--- config.mk ---
export PLATFORM = sky130hd
export DESIGN_NAME = dp_ram_fifo_ctrl
export DESIGN_NICKNAME = d
export VERILOG_FILES = /design/src/rtl/dp_ram_fifo_ctrl.sv
export SDC_FILE = /design/constraint.sdc
export NUM_CORES = 1
export LEC_CHECK = 0
export ABC_CLOCK_PERIOD_IN_PS = 6400
export CAP_MARGIN = 15
export CORE_ASPECT_RATIO = 1.25
export CORE_MARGIN = 3
export CORE_UTILIZATION = 53
export DETAILED_ROUTE_END_ITERATION = 10
export GPL_ROUTABILITY_DRIVEN = 0
export PLACE_DENSITY = 0.86
export SLEW_MARGIN = 20
export SYNTH_ARGS = -nofsm -noshare
export SYNTH_HDL_FRONTEND = slang
export SYNTH_SLANG_ARGS = --single-unit
--- constraint.sdc ---
create_clock -name clk -period 6.4 [get_ports clk]
set_clock_uncertainty 0.05 [all_clocks]
set_input_delay 1.6 -clock clk [delete_from_list [all_inputs] [get_ports clk]]
set_output_delay 1.6 -clock clk [all_outputs]
set_load 0.01 [all_outputs]
--- src/rtl/dp_ram_fifo_ctrl.sv ---
// dp_ram_fifo_ctrl: first-word-fall-through FIFO controller wrapped around a
// 64x8 dual-port RAM (port A writes, port B reads). A 2-entry skid buffer
// absorbs the RAM's one-cycle read latency so one word per cycle streams.
// Optional feature macro: DPF_OVF_FLAG_EN adds a sticky overflow flag
// (ovf_err) with a clear input (err_clr).
module dp_ram_fifo_ctrl #(
  parameter int DATA_W = 8,
  parameter int ADDR_W = 6
) (
  input  logic              clk,
  input  logic              rst_n,
  input  logic              push_valid,
  input  logic [DATA_W-1:0] push_data,
  output logic              push_ready,
  output logic              pop_valid,
  output logic [DATA_W-1:0] pop_data,
  input  logic              pop_ready,
  output logic [ADDR_W+1:0] level,
  output logic [ADDR_W-1:0] ram_addr_a,
  output logic [DATA_W-1:0] ram_data_in_a,
  output logic              ram_we_a,
  output logic [ADDR_W-1:0] ram_addr_b,
  output logic              ram_we_b,
  input  logic [DATA_W-1:0] ram_data_out_b
`ifdef DPF_OVF_FLAG_EN
  ,
  input  logic              err_clr,
  output logic              ovf_err
`endif
);

  localparam int              DEPTH    = 1 << ADDR_W;
  localparam logic [ADDR_W:0] FULL_CNT = DEPTH[ADDR_W:0];

  logic [ADDR_W-1:0] wr_ptr_r;
  logic [ADDR_W-1:0] rd_ptr_r;
  logic [ADDR_W:0]   ram_cnt_r;
  logic              rd_inflight_r;
  logic [DATA_W-1:0] skid_r [0:1];
  logic [1:0]        skid_cnt_r;
  logic [ADDR_W+1:0] level_r;

  logic              push_fire_s;
  logic              pop_fire_s;
  logic              rd_issue_s;
  logic [ADDR_W:0]   ram_cnt_nxt_s;
  logic [1:0]        skid_after_pop_s;
  logic [1:0]        skid_cnt_nxt_s;
  logic [DATA_W-1:0] skid0_nxt_s;
  logic [DATA_W-1:0] skid1_nxt_s;
  logic [ADDR_W+1:0] level_nxt_s;

  // Status flags come straight from registered state only.
  assign push_ready = (ram_cnt_r != FULL_CNT);
  assign pop_valid  = (skid_cnt_r != 2'd0);
  assign pop_data   = skid_r[0];
  assign level      = level_r;

  // Gating with rst_n keeps the RAM write port quiet while reset is held,
  // even though push_ready already reads 1 in that state.
  assign push_fire_s = push_valid & push_ready & rst_n;
  assign pop_fire_s  = pop_valid & pop_ready;

  assign ram_we_a      = push_fire_s;
  assign ram_addr_a    = wr_ptr_r;
  assign ram_data_in_a = push_fire_s ? push_data : {DATA_W{1'b0}};
  assign ram_addr_b    = rd_ptr_r;
  assign ram_we_b      = 1'b0;

  // Issue a RAM read when a word is stored and the skid buffer will still
  // have room for it once the in-flight word (if any) lands.
  always_comb begin
    rd_issue_s = 1'b0;
    if ((ram_cnt_r != {(ADDR_W+1){1'b0}}) &&
        (({1'b0, skid_cnt_r} + {2'b00, rd_inflight_r}) < (3'd2 + {2'b00, pop_fire_s}))) begin
      rd_issue_s = 1'b1;
    end else begin
      rd_issue_s = 1'b0;
    end
  end

  // Skid buffer next state: shift on pop first, then land the returning word
  // in the first free slot.
  always_comb begin
    skid0_nxt_s      = skid_r[0];
    skid1_nxt_s      = skid_r[1];
    skid_after_pop_s = skid_cnt_r;
    skid_cnt_nxt_s   = skid_cnt_r;
    if (pop_fire_s) begin
      skid0_nxt_s      = skid_r[1];
      skid_after_pop_s = skid_cnt_r - 2'd1;
    end else begin
      skid_after_pop_s = skid_cnt_r;
    end
    if (rd_inflight_r) begin
      if (skid_after_pop_s == 2'd0) begin
        skid0_nxt_s = ram_data_out_b;
      end else begin
        skid1_nxt_s = ram_data_out_b;
      end
      skid_cnt_nxt_s = skid_after_pop_s + 2'd1;
    end else begin
      skid_cnt_nxt_s = skid_after_pop_s;
    end
  end

  // Occupancy bookkeeping; level tracks the post-edge total exactly.
  always_comb begin
    ram_cnt_nxt_s = ram_cnt_r + (ADDR_W+1)'(push_fire_s) - (ADDR_W+1)'(rd_issue_s);
    level_nxt_s   = (ADDR_W+2)'(ram_cnt_nxt_s) + (ADDR_W+2)'(rd_issue_s)
                  + (ADDR_W+2)'(skid_cnt_nxt_s);
  end

  // Pointer, counter and skid registers; reset discards all held data.
  always_ff @(posedge clk or negedge rst_n) begin
    if (!rst_n) begin
      wr_ptr_r      <= {ADDR_W{1'b0}};
      rd_ptr_r      <= {ADDR_W{1'b0}};
      ram_cnt_r     <= {(ADDR_W+1){1'b0}};
      rd_inflight_r <= 1'b0;
      skid_r[0]     <= {DATA_W{1'b0}};
      skid_r[1]     <= {DATA_W{1'b0}};
      skid_cnt_r    <= 2'd0;
      level_r       <= {(ADDR_W+2){1'b0}};
    end else begin
      if (push_fire_s) begin
        wr_ptr_r <= wr_ptr_r + {{(ADDR_W-1){1'b0}}, 1'b1};
      end
      if (rd_issue_s) begin
        rd_ptr_r <= rd_ptr_r + {{(ADDR_W-1){1'b0}}, 1'b1};
      end
      ram_cnt_r     <= ram_cnt_nxt_s;
      rd_inflight_r <= rd_issue_s;
      skid_r[0]     <= skid0_nxt_s;
      skid_r[1]     <= skid1_nxt_s;
      skid_cnt_r    <= skid_cnt_nxt_s;
      level_r       <= level_nxt_s;
    end
  end

`ifdef DPF_OVF_FLAG_EN
  logic ovf_err_r;
  assign ovf_err = ovf_err_r;

  // Sticky overflow flag: a rejected push sets it, err_clr clears it, set wins.
  always_ff @(posedge clk or negedge rst_n) begin
    if (!rst_n) begin
      ovf_err_r <= 1'b0;
    end else if (push_valid && !push_ready) begin
      ovf_err_r <= 1'b1;
    end else if (err_clr) begin
      ovf_err_r <= 1'b0;
    end else begin
      ovf_err_r <= ovf_err_r;
    end
  end
`endif

endmodule
==> impl_metrics.env <==
export IMPL_powerDensity_nw_per_um2=672.9
export IMPL_finalCriticalPeriod_ns=4.923
export IMPL_routed_via_density=5.239
export IMPL_yosysTopAreaCellShare=0.4812
export IMPL_synth_area_per_cell_sq_um=11.61
export IMPL_grt_pass1_vias=1705
export IMPL_antenna_left=0
export IMPL_yosys_warnings=0
export IMPL_firstDrtPassIters=4
export IMPL_numCtsBuffers=5
export IMPL_layout_drive_gt1_share=0.09302
export IMPL_coreArea_sq_um=4229
export IMPL_rsz0062_at_grt="false"
export IMPL_grt_remaining_overflow=0
export IMPL_required_ns=4.75
export IMPL_clkPwrFrac=0.105
export IMPL_outcome="finished clean"
export IMPL_synthFlopType="dfrtp_1"
export IMPL_post_cts_buffers=0
export IMPL_crit_fanout=16
export IMPL_power_mw=2.065
export IMPL_switching_share=0.4156
export IMPL_wl_per_cell_um=14.95
export IMPL_p_comb_frac=0.619
export IMPL_num_rows=26
export IMPL_root_buffer="clkbuf_8"
export IMPL_die_w_um=66.09
export IMPL_hold_class="reg -> reg"
export IMPL_path_class="in -> out"
export IMPL_slew_viol_final=0
export IMPL_ir_drop_v=0.0005229
export IMPL_cts_resized=0
export IMPL_area_growth_pct=28.24
export IMPL_io_buffers=58
export IMPL_grtUsageTotal=0.1891
export IMPL_postLayoutCoreUtil=0.7254
export IMPL_clk_pin_slew_ns=0.09
export IMPL_max_slew_worst_pin_slew_ns=0.6997
export IMPL_p_sw_mw=0.8581
export IMPL_die_h_um=81.12
export IMPL_clk_path_buf_depth=2
export IMPL_p_leak_nw=1.372
export IMPL_grt_pass1_wl_um=7810
export IMPL_setup_worst_path_end_class="output port"
export IMPL_synthTopCellsByArea="dfrtp_1, ha_1, xnor2_1"
export IMPL_nFillCells=294
export IMPL_start_util=0.5657
export IMPL_final_hold_viol_count=0
export IMPL_ys_seq_elements=46
export IMPL_dp_hpwl_um=3516
export IMPL_async_reset_ff_frac=1.000
export IMPL_nNetsFinal=296
export IMPL_yosysTopAreaCell="dfrtp_1"
export IMPL_htree_levels=2
export IMPL_setup_tns_ns=0
export IMPL_worstPathArrival_ns=3.27
export IMPL_yosysMostFrequentCell="dfrtp_1"
export IMPL_wl_um=4695
export IMPL_vias=1645
export IMPL_yosysSeqAreaShare=0.4812
export IMPL_insertion_delay_ns=0.30
export IMPL_cts_tree="done"
export IMPL_final_cell_area_sq_um=3068
export IMPL_first_iter_violations=93
export IMPL_synthCells=206
export IMPL_min_period_over_period=0.7693
export IMPL_cts_sinks=46
export IMPL_place_area_sq_um=2955
export IMPL_max_freq_mhz=203.1
export IMPL_synth_common_cells="dfrtp_1, ha_1, inv_1, nand2_1, xnor2_1"
export IMPL_relSlewSlack=0.5326
export IMPL_diodes=0
export IMPL_seqPwrFrac=0.276
export IMPL_final_setup_viol_count=0
export IMPL_critPathLaunchType="primary input"
export IMPL_synth_nets=245
export IMPL_holdBufCountCts=0
export IMPL_internal_power_mw=1.206
export IMPL_pin_count=60
export IMPL_antenna_found_initial=0
export IMPL_ys_types=39
export IMPL_dieArea_sq_um=5361
export IMPL_cap_violations=0
export IMPL_drc_errors=0
export IMPL_synth_edf_count=0
export IMPL_syn_cell_area_sq_um=2392
export IMPL_grt_max_degree=47
==> area by class of cell <==
cell class | instances | area [sq um] | area share
Inverter | 16 | 60.06 | 0.01958
Clock inverter | 3 | 43.79 | 0.01427
Tap cell | 56 | 70.07 | 0.02284
Timing Repair Buffer | 59 | 583.1 | 0.1900
Multi-Input combinational cell | 129 | 1091 | 0.3556
Sequential cell | 46 | 1151 | 0.3752
Clock buffer | 5 | 68.82 | 0.02243
==> per-stage QoR <==
step / setup WS (ns) / cells / hold WS [ns]
2_1_floorplan: 2.149 / 206 / 0.4300
3_3_place_gp: 1.457 / 306 / 0.4105
3_5_place_dp: 1.368 / 306 / 0.4161
4_1_cts: 1.444 / 314 / 0.4277
5_1_grt: 1.380 / 314 / 0.4378
6_report: 1.477 / 314 / 0.4186
==> sequential cells by signal (all words and copies together), names as in the netlist <==
signal and cells:
level 8, ram_cnt_r 7, rd_inflight_r 1, ram_addr_a 6
skid_r 8, skid_cnt_r 2, pop_data 8, ram_addr_b 6
==> worst max-delay path: stages <==
cell and delay, ns:
clkdlybuf4s50_1 0.46, and3_1 0.47, and2_1 0.20, clkdlybuf4s50_1 0.54
==> metal layers <==
metal  vias up  track usage  part of all wire
met4         0      0.04472            0.0096
met3         6      0.04703             0.057
met2        51       0.3267              0.50
met5         -            0                 0
met1       803       0.2377              0.43
li1        785            -                 -
==> power groups by stage <==
stage / registers [mW] / logic, mW / clock network, mW
after global placement: 0.572 / 1.23 / 0
after detailed placement: 0.576 / 1.27 / 0
after floorplan: 0.582 / 0.886 / 0
final: 0.569 / 1.28 / 0.218
after global routing: 0.591 / 1.43 / 0.234
after CTS: 0.572 / 1.29 / 0.222
==> placed cells by master, fill, tap and decap left out, types with 2 or more instances in the layout <==
cell type | netlist | layout
a21oi_1 | 4 | 4
and2_1 | 11 | 11
and3_1 | 2 | 2
and3b_1 | 2 | 2
clkbuf_8 | 0 | 5
clkdlybuf4s50_1 | 0 | 57
clkinv_1 | 2 | 2
dfrtp_1 | 46 | 46
fa_1 | 3 | 3
ha_1 | 16 | 16
inv_1 | 14 | 14
mux2_1 | 2 | 2
mux2_2 | 8 | 8
mux2i_1 | 9 | 9
nand2_1 | 14 | 14
nand3_1 | 4 | 4
nand4_1 | 5 | 5
nor2_1 | 4 | 4
nor2b_1 | 2 | 2
o21ai_0 | 7 | 7
o21ai_1 | 2 | 2
xnor2_1 | 12 | 12
xor2_1 | 6 | 6
==> cells by family (layout without fill, tap and decap cells) <==
| logic type | count (synthesis) | in the layout | synth area share |
|---|---|---|---|
| AOI/OAI and AO/OA | 19 | 19 | 0.05858 |
| other | 1 | 1 | 0.001568 |
| muxes | 19 | 19 | 0.08473 |
| buffers and inverters | 31 | 83 | 0.06276 |
| DFF | 46 | 46 | 0.4812 |
| and+or+nand+nor | 51 | 51 | 0.1229 |
| xor gates and xnor gates | 20 | 20 | 0.07950 |
| adders and majority gates | 19 | 19 | 0.1088 |
==> path summary, 6_finish.rpt <==
kind                               startpoint                to  slack [ns]  cells past startpoint
max in group asynchronous               rst_n     ram_addr_a[4]        4.55                      2
worst max register to register  rd_inflight_r          level[7]        2.67                     12
min in group asynchronous               rst_n      ram_cnt_r[0]        1.38                      2
worst max-delay path               push_valid  ram_data_in_a[1]        1.48                      4
worst min register to register  ram_addr_b[5]     ram_addr_b[5]        0.42                      1
worst min-delay path            ram_addr_b[5]     ram_addr_b[5]        0.42                      1
Note: power is estimated with default switching activity, not from simulation.
==> RTL edit 1, RTL diff (same settings) <==
The output `level` loses its register stage (`level_r` becomes a continuous assignment).
--- a/src/rtl/dp_ram_fifo_ctrl.sv
+++ b/src/rtl/dp_ram_fifo_ctrl.sv
@@ -121,7 +121,6 @@
       skid_r[0]     <= {DATA_W{1'b0}};
       skid_r[1]     <= {DATA_W{1'b0}};
       skid_cnt_r    <= 2'd0;
-      level_r       <= {(ADDR_W+2){1'b0}};
     end else begin
       if (push_fire_s) begin
         wr_ptr_r <= wr_ptr_r + {{(ADDR_W-1){1'b0}}, 1'b1};
@@ -134,9 +133,10 @@
       skid_r[0]     <= skid0_nxt_s;
       skid_r[1]     <= skid1_nxt_s;
       skid_cnt_r    <= skid_cnt_nxt_s;
-      level_r       <= level_nxt_s;
     end
   end
+
+  assign level_r = level_nxt_s;
 
 `ifdef DPF_OVF_FLAG_EN
   logic ovf_err_r;
Formal check against the unedited RTL: not equivalent (a bounded check fails within 4 cycles, from zero or initial values and one cycle with rst_n low).
==> RTL edit 1 against the original RTL <==
- die area decreased by 7.7%
- sequential cell count fell by 8
- cell area is 4.3% lower
- routed wire length down 6.4%
- setup slack lost 1300 ps
- critical endpoint is now level[3]
- synthesized area is 8.4% lower
Power is left out: the tool's default activity adds up to more than one toggle a clock period on the data nets, which glitch-free logic cannot reach.
==> RTL edit 1: results (changes against the original RTL) <==
status=finished, final reports clean; HP Start=ram_addr_a[5]; most frequent cells after synthesis=38 x dfrtp_1, 16 x ha_1, 14 x inv_1, 14 x nand2_1, 12 x xnor2_1; Clk Latency, worst-skew pair=approximately 290 ps; slowest CP cell=fa_1; layout cells sized above 1=15.6% (+6.3 points); Worst EP arrival=4590 ps (+1320 ps); Post-Layout Cell Count=317 (+0.96%); post-CTS sizing=12 (+12); R2R cell count=11 (-1); largest net degree at the start of global routing=39 (-17%); Synth Area in Compound Gates=6.39% (+0.53 points); Worst-Margin Slew=685 ps (-14.3 ps); CP max FO=2 (-14); post-CTS setup buffers=1 (+1); nets@finish=301 (+1.7%); HPWL Detailed=3290 um (-6.4%); Syn Nets=237 (-3.3%); synthesized area per cell=11.1 um2 (-4.7%); post-synthesis adder-cell area fraction=11.9% (+0.99 points); clock buffer depth=2 (unchanged); initial antenna violation count=0 (unchanged); Synth async-reset ratio=100% (unchanged); Tot GR Track Use=19.3% (+0.38 points); CP max stage delay=460 ps (-80 ps); Seq/Total Area, Yosys=43.4% (-4.7 points); CTS buffer count=5 (unchanged); RR Startpoint=rd_inflight_r; Hold Path Class=reg -> reg; Clock Pin Slew Worst Setup and Hold Paths=70 ps (-20 ps); pre-CTS setup slack=-329 ps (-1700 ps); Inst Count DP=308 (+0.65%); DR WL/cell=13.9 um (-7.3%); # port buffers=58 (unchanged); Initial DRC Count=51 (-45%); first-pass GRT wire length=7540 um (-3.4%); post-synthesis mux area share=9.25% (+0.77 points); htree depth=2 (unchanged); largest cells by area after synthesis=dfrtp_1 43%, ha_1 9.1%, xnor2_1 4.8%; Post-Synth XOR/XNOR Area=8.68% (+0.73 points); Ys Warns=0 (unchanged); area post-placement=0.00284 mm2 (-3.8%); via count=1,607 (-2.3%); CP startpoint=pop_ready; kind of cell adding the most delay to the critical path=adder cells
==> RTL edit 1: area by class of cell <==
| cell class | count | area (um2) |
|---|---|---|
| multi-input cells | 129 | 1100 |
| fillers | 274 | 943 |
| repair buffers | 72 | 666 |
| flip-flops and latches | 38 | 951 |
| well taps | 54 | 67.6 |
| clock inverters | 2 | 12.5 |
| clock buffers | 6 | 82.6 |
| inverters | 16 | 60.1 |
==> RTL edit 1: path summary, 6_finish.rpt <==
| kind | end | slack [ps] |
|---|---|---|
| max in group asynchronous | ram_addr_a[1] | 4650 |
| worst min register to register | ram_addr_a[5] | 430 |
| min in group asynchronous | skid_r[4] | 1320 |
| worst max-delay path | level[3] | 160 |
| worst min-delay path | ram_addr_a[5] | 430 |
| worst max register to register | ram_cnt_r[6] | 3280 |
==> RTL edit 1: layer usage <==
metal / track usage (%) / wire (um)
met1: 24.5 / 1940
met2: 31.6 / 2090
met3: 4.92 / 292
met4: 7.13 / 69
met5: 0 / 0
==> RTL edit 2, RTL diff (same flow settings) <==
Without the edit above. The option `DPF_OVF_FLAG_EN` is turned on by a define.
--- a/src/rtl/dp_ram_fifo_ctrl.sv
+++ b/src/rtl/dp_ram_fifo_ctrl.sv
@@ -3,6 +3,8 @@
 // absorbs the RAM's one-cycle read latency so one word per cycle streams.
 // Optional feature macro: DPF_OVF_FLAG_EN adds a sticky overflow flag
 // (ovf_err) with a clear input (err_clr).
+`define DPF_OVF_FLAG_EN
+
 module dp_ram_fifo_ctrl #(
   parameter int DATA_W = 8,
   parameter int ADDR_W = 6
Ports: changed (added err_clr and ovf_err); port bits go from 60 to 62. No check against the original RTL was run, so the function may have changed too.
==> RTL edit 2 against the original RTL <==
- cell count is 4.1% higher
- setup slack better by 25 ps
- total power is 0.43% lower
- sequential cell count is 1 higher
- cell area is 2.0% higher
- maximum frequency is 0.50% higher
- combinational power is 3% higher
- worst hold slack worse by 0.62 ps
- highest routed layer unchanged
- non-clock buffer count is 2 higher
- routed wire length is 3.2% lower
- synthesized area is 3.4% higher
==> RTL edit 2: results (changes against the original RTL) <==
post-synthesis mux area share=7.79% (-0.68 points); largest net degree at the start of global routing=48 (+2.1%); Inst Count DP=321 (+4.9%); met1 global-route usage=22.6% (-1.1 points); Post-Synth XOR/XNOR Area=8.19% (+0.24 points); pre-CTS setup slack=1250 ps (-116 ps); Seq/Total Area, Yosys=47.5% (-0.57 points); reg2reg setup slack=2630 ps (-40 ps); vias per inst=5.08 (-3.0%); most frequent cells after synthesis=47 x dfrtp_1, 19 x inv_1, 17 x nand2_1, 16 x ha_1, 13 x xnor2_1; via count=1,662 (+1.0%); status=finished, final reports clean; vias in the first global route=1,637 (-4.0%); end point of the critical path=ram_data_in_a[7]; hold slack=418 ps (-0.620 ps); Max Fclk=204 MHz (+0.50%); Worst EP arrival=3250 ps (-20 ps); worst vdd ir=360 uV (-31%); Clock Pin Slew Worst Setup and Hold Paths=70 ps (-20 ps); Initial DRC Count=74 (-20%); Leakage=1.40 nW (+2.1%); first-pass GRT wire length=7390 um (-5.4%); Syn Inst Count=217 (+5.3%); met2 global-route usage=30.5% (-2.2 points); Synth Area in Compound Gates=6.02% (+0.16 points); Global Route met3 Usage=3.79% (-0.91 points); max_slew headroom=56.3% (+3.0 points); DR WL/cell=13.9 um (-7.1%)
-- RTL edit 2: cells by family (layout without fill, tap and decap cells) --
family,Yosys count,in the layout
other,1,1
buffers and inverters,34,86
AO/OA/AOI/OAI,22,22
adder cells (fa/ha/maj),19,19
AND/OR/NAND/NOR,55,55
flip-flops,47,47
XOR/XNOR,21,21
multiplexers,18,18
-- RTL edit 2: power by group through the flow --
stage | Sequential [mW] | Combinational, mW | Clock (mW)
final | 0.577 | 1.32 | 0.159
after global routing | 0.597 | 1.47 | 0.174
after CTS | 0.579 | 1.34 | 0.163
after detailed placement | 0.584 | 1.33 | 0
after global placement | 0.578 | 1.27 | 0
after floorplan | 0.593 | 0.935 | 0
-- RTL edit 2: cell type report --
cell class | instances | area [um2] | share of cell area (%)
multi-input combinational | 136 | 1130 | 36.2
sequential | 47 | 1180 | 37.6
timing repair buffer | 61 | 603 | 19.3
inverter | 19 | 71.3 | 2.28
clock buffer | 6 | 72.6 | 2.32
tap | 58 | 72.6 | 2.32
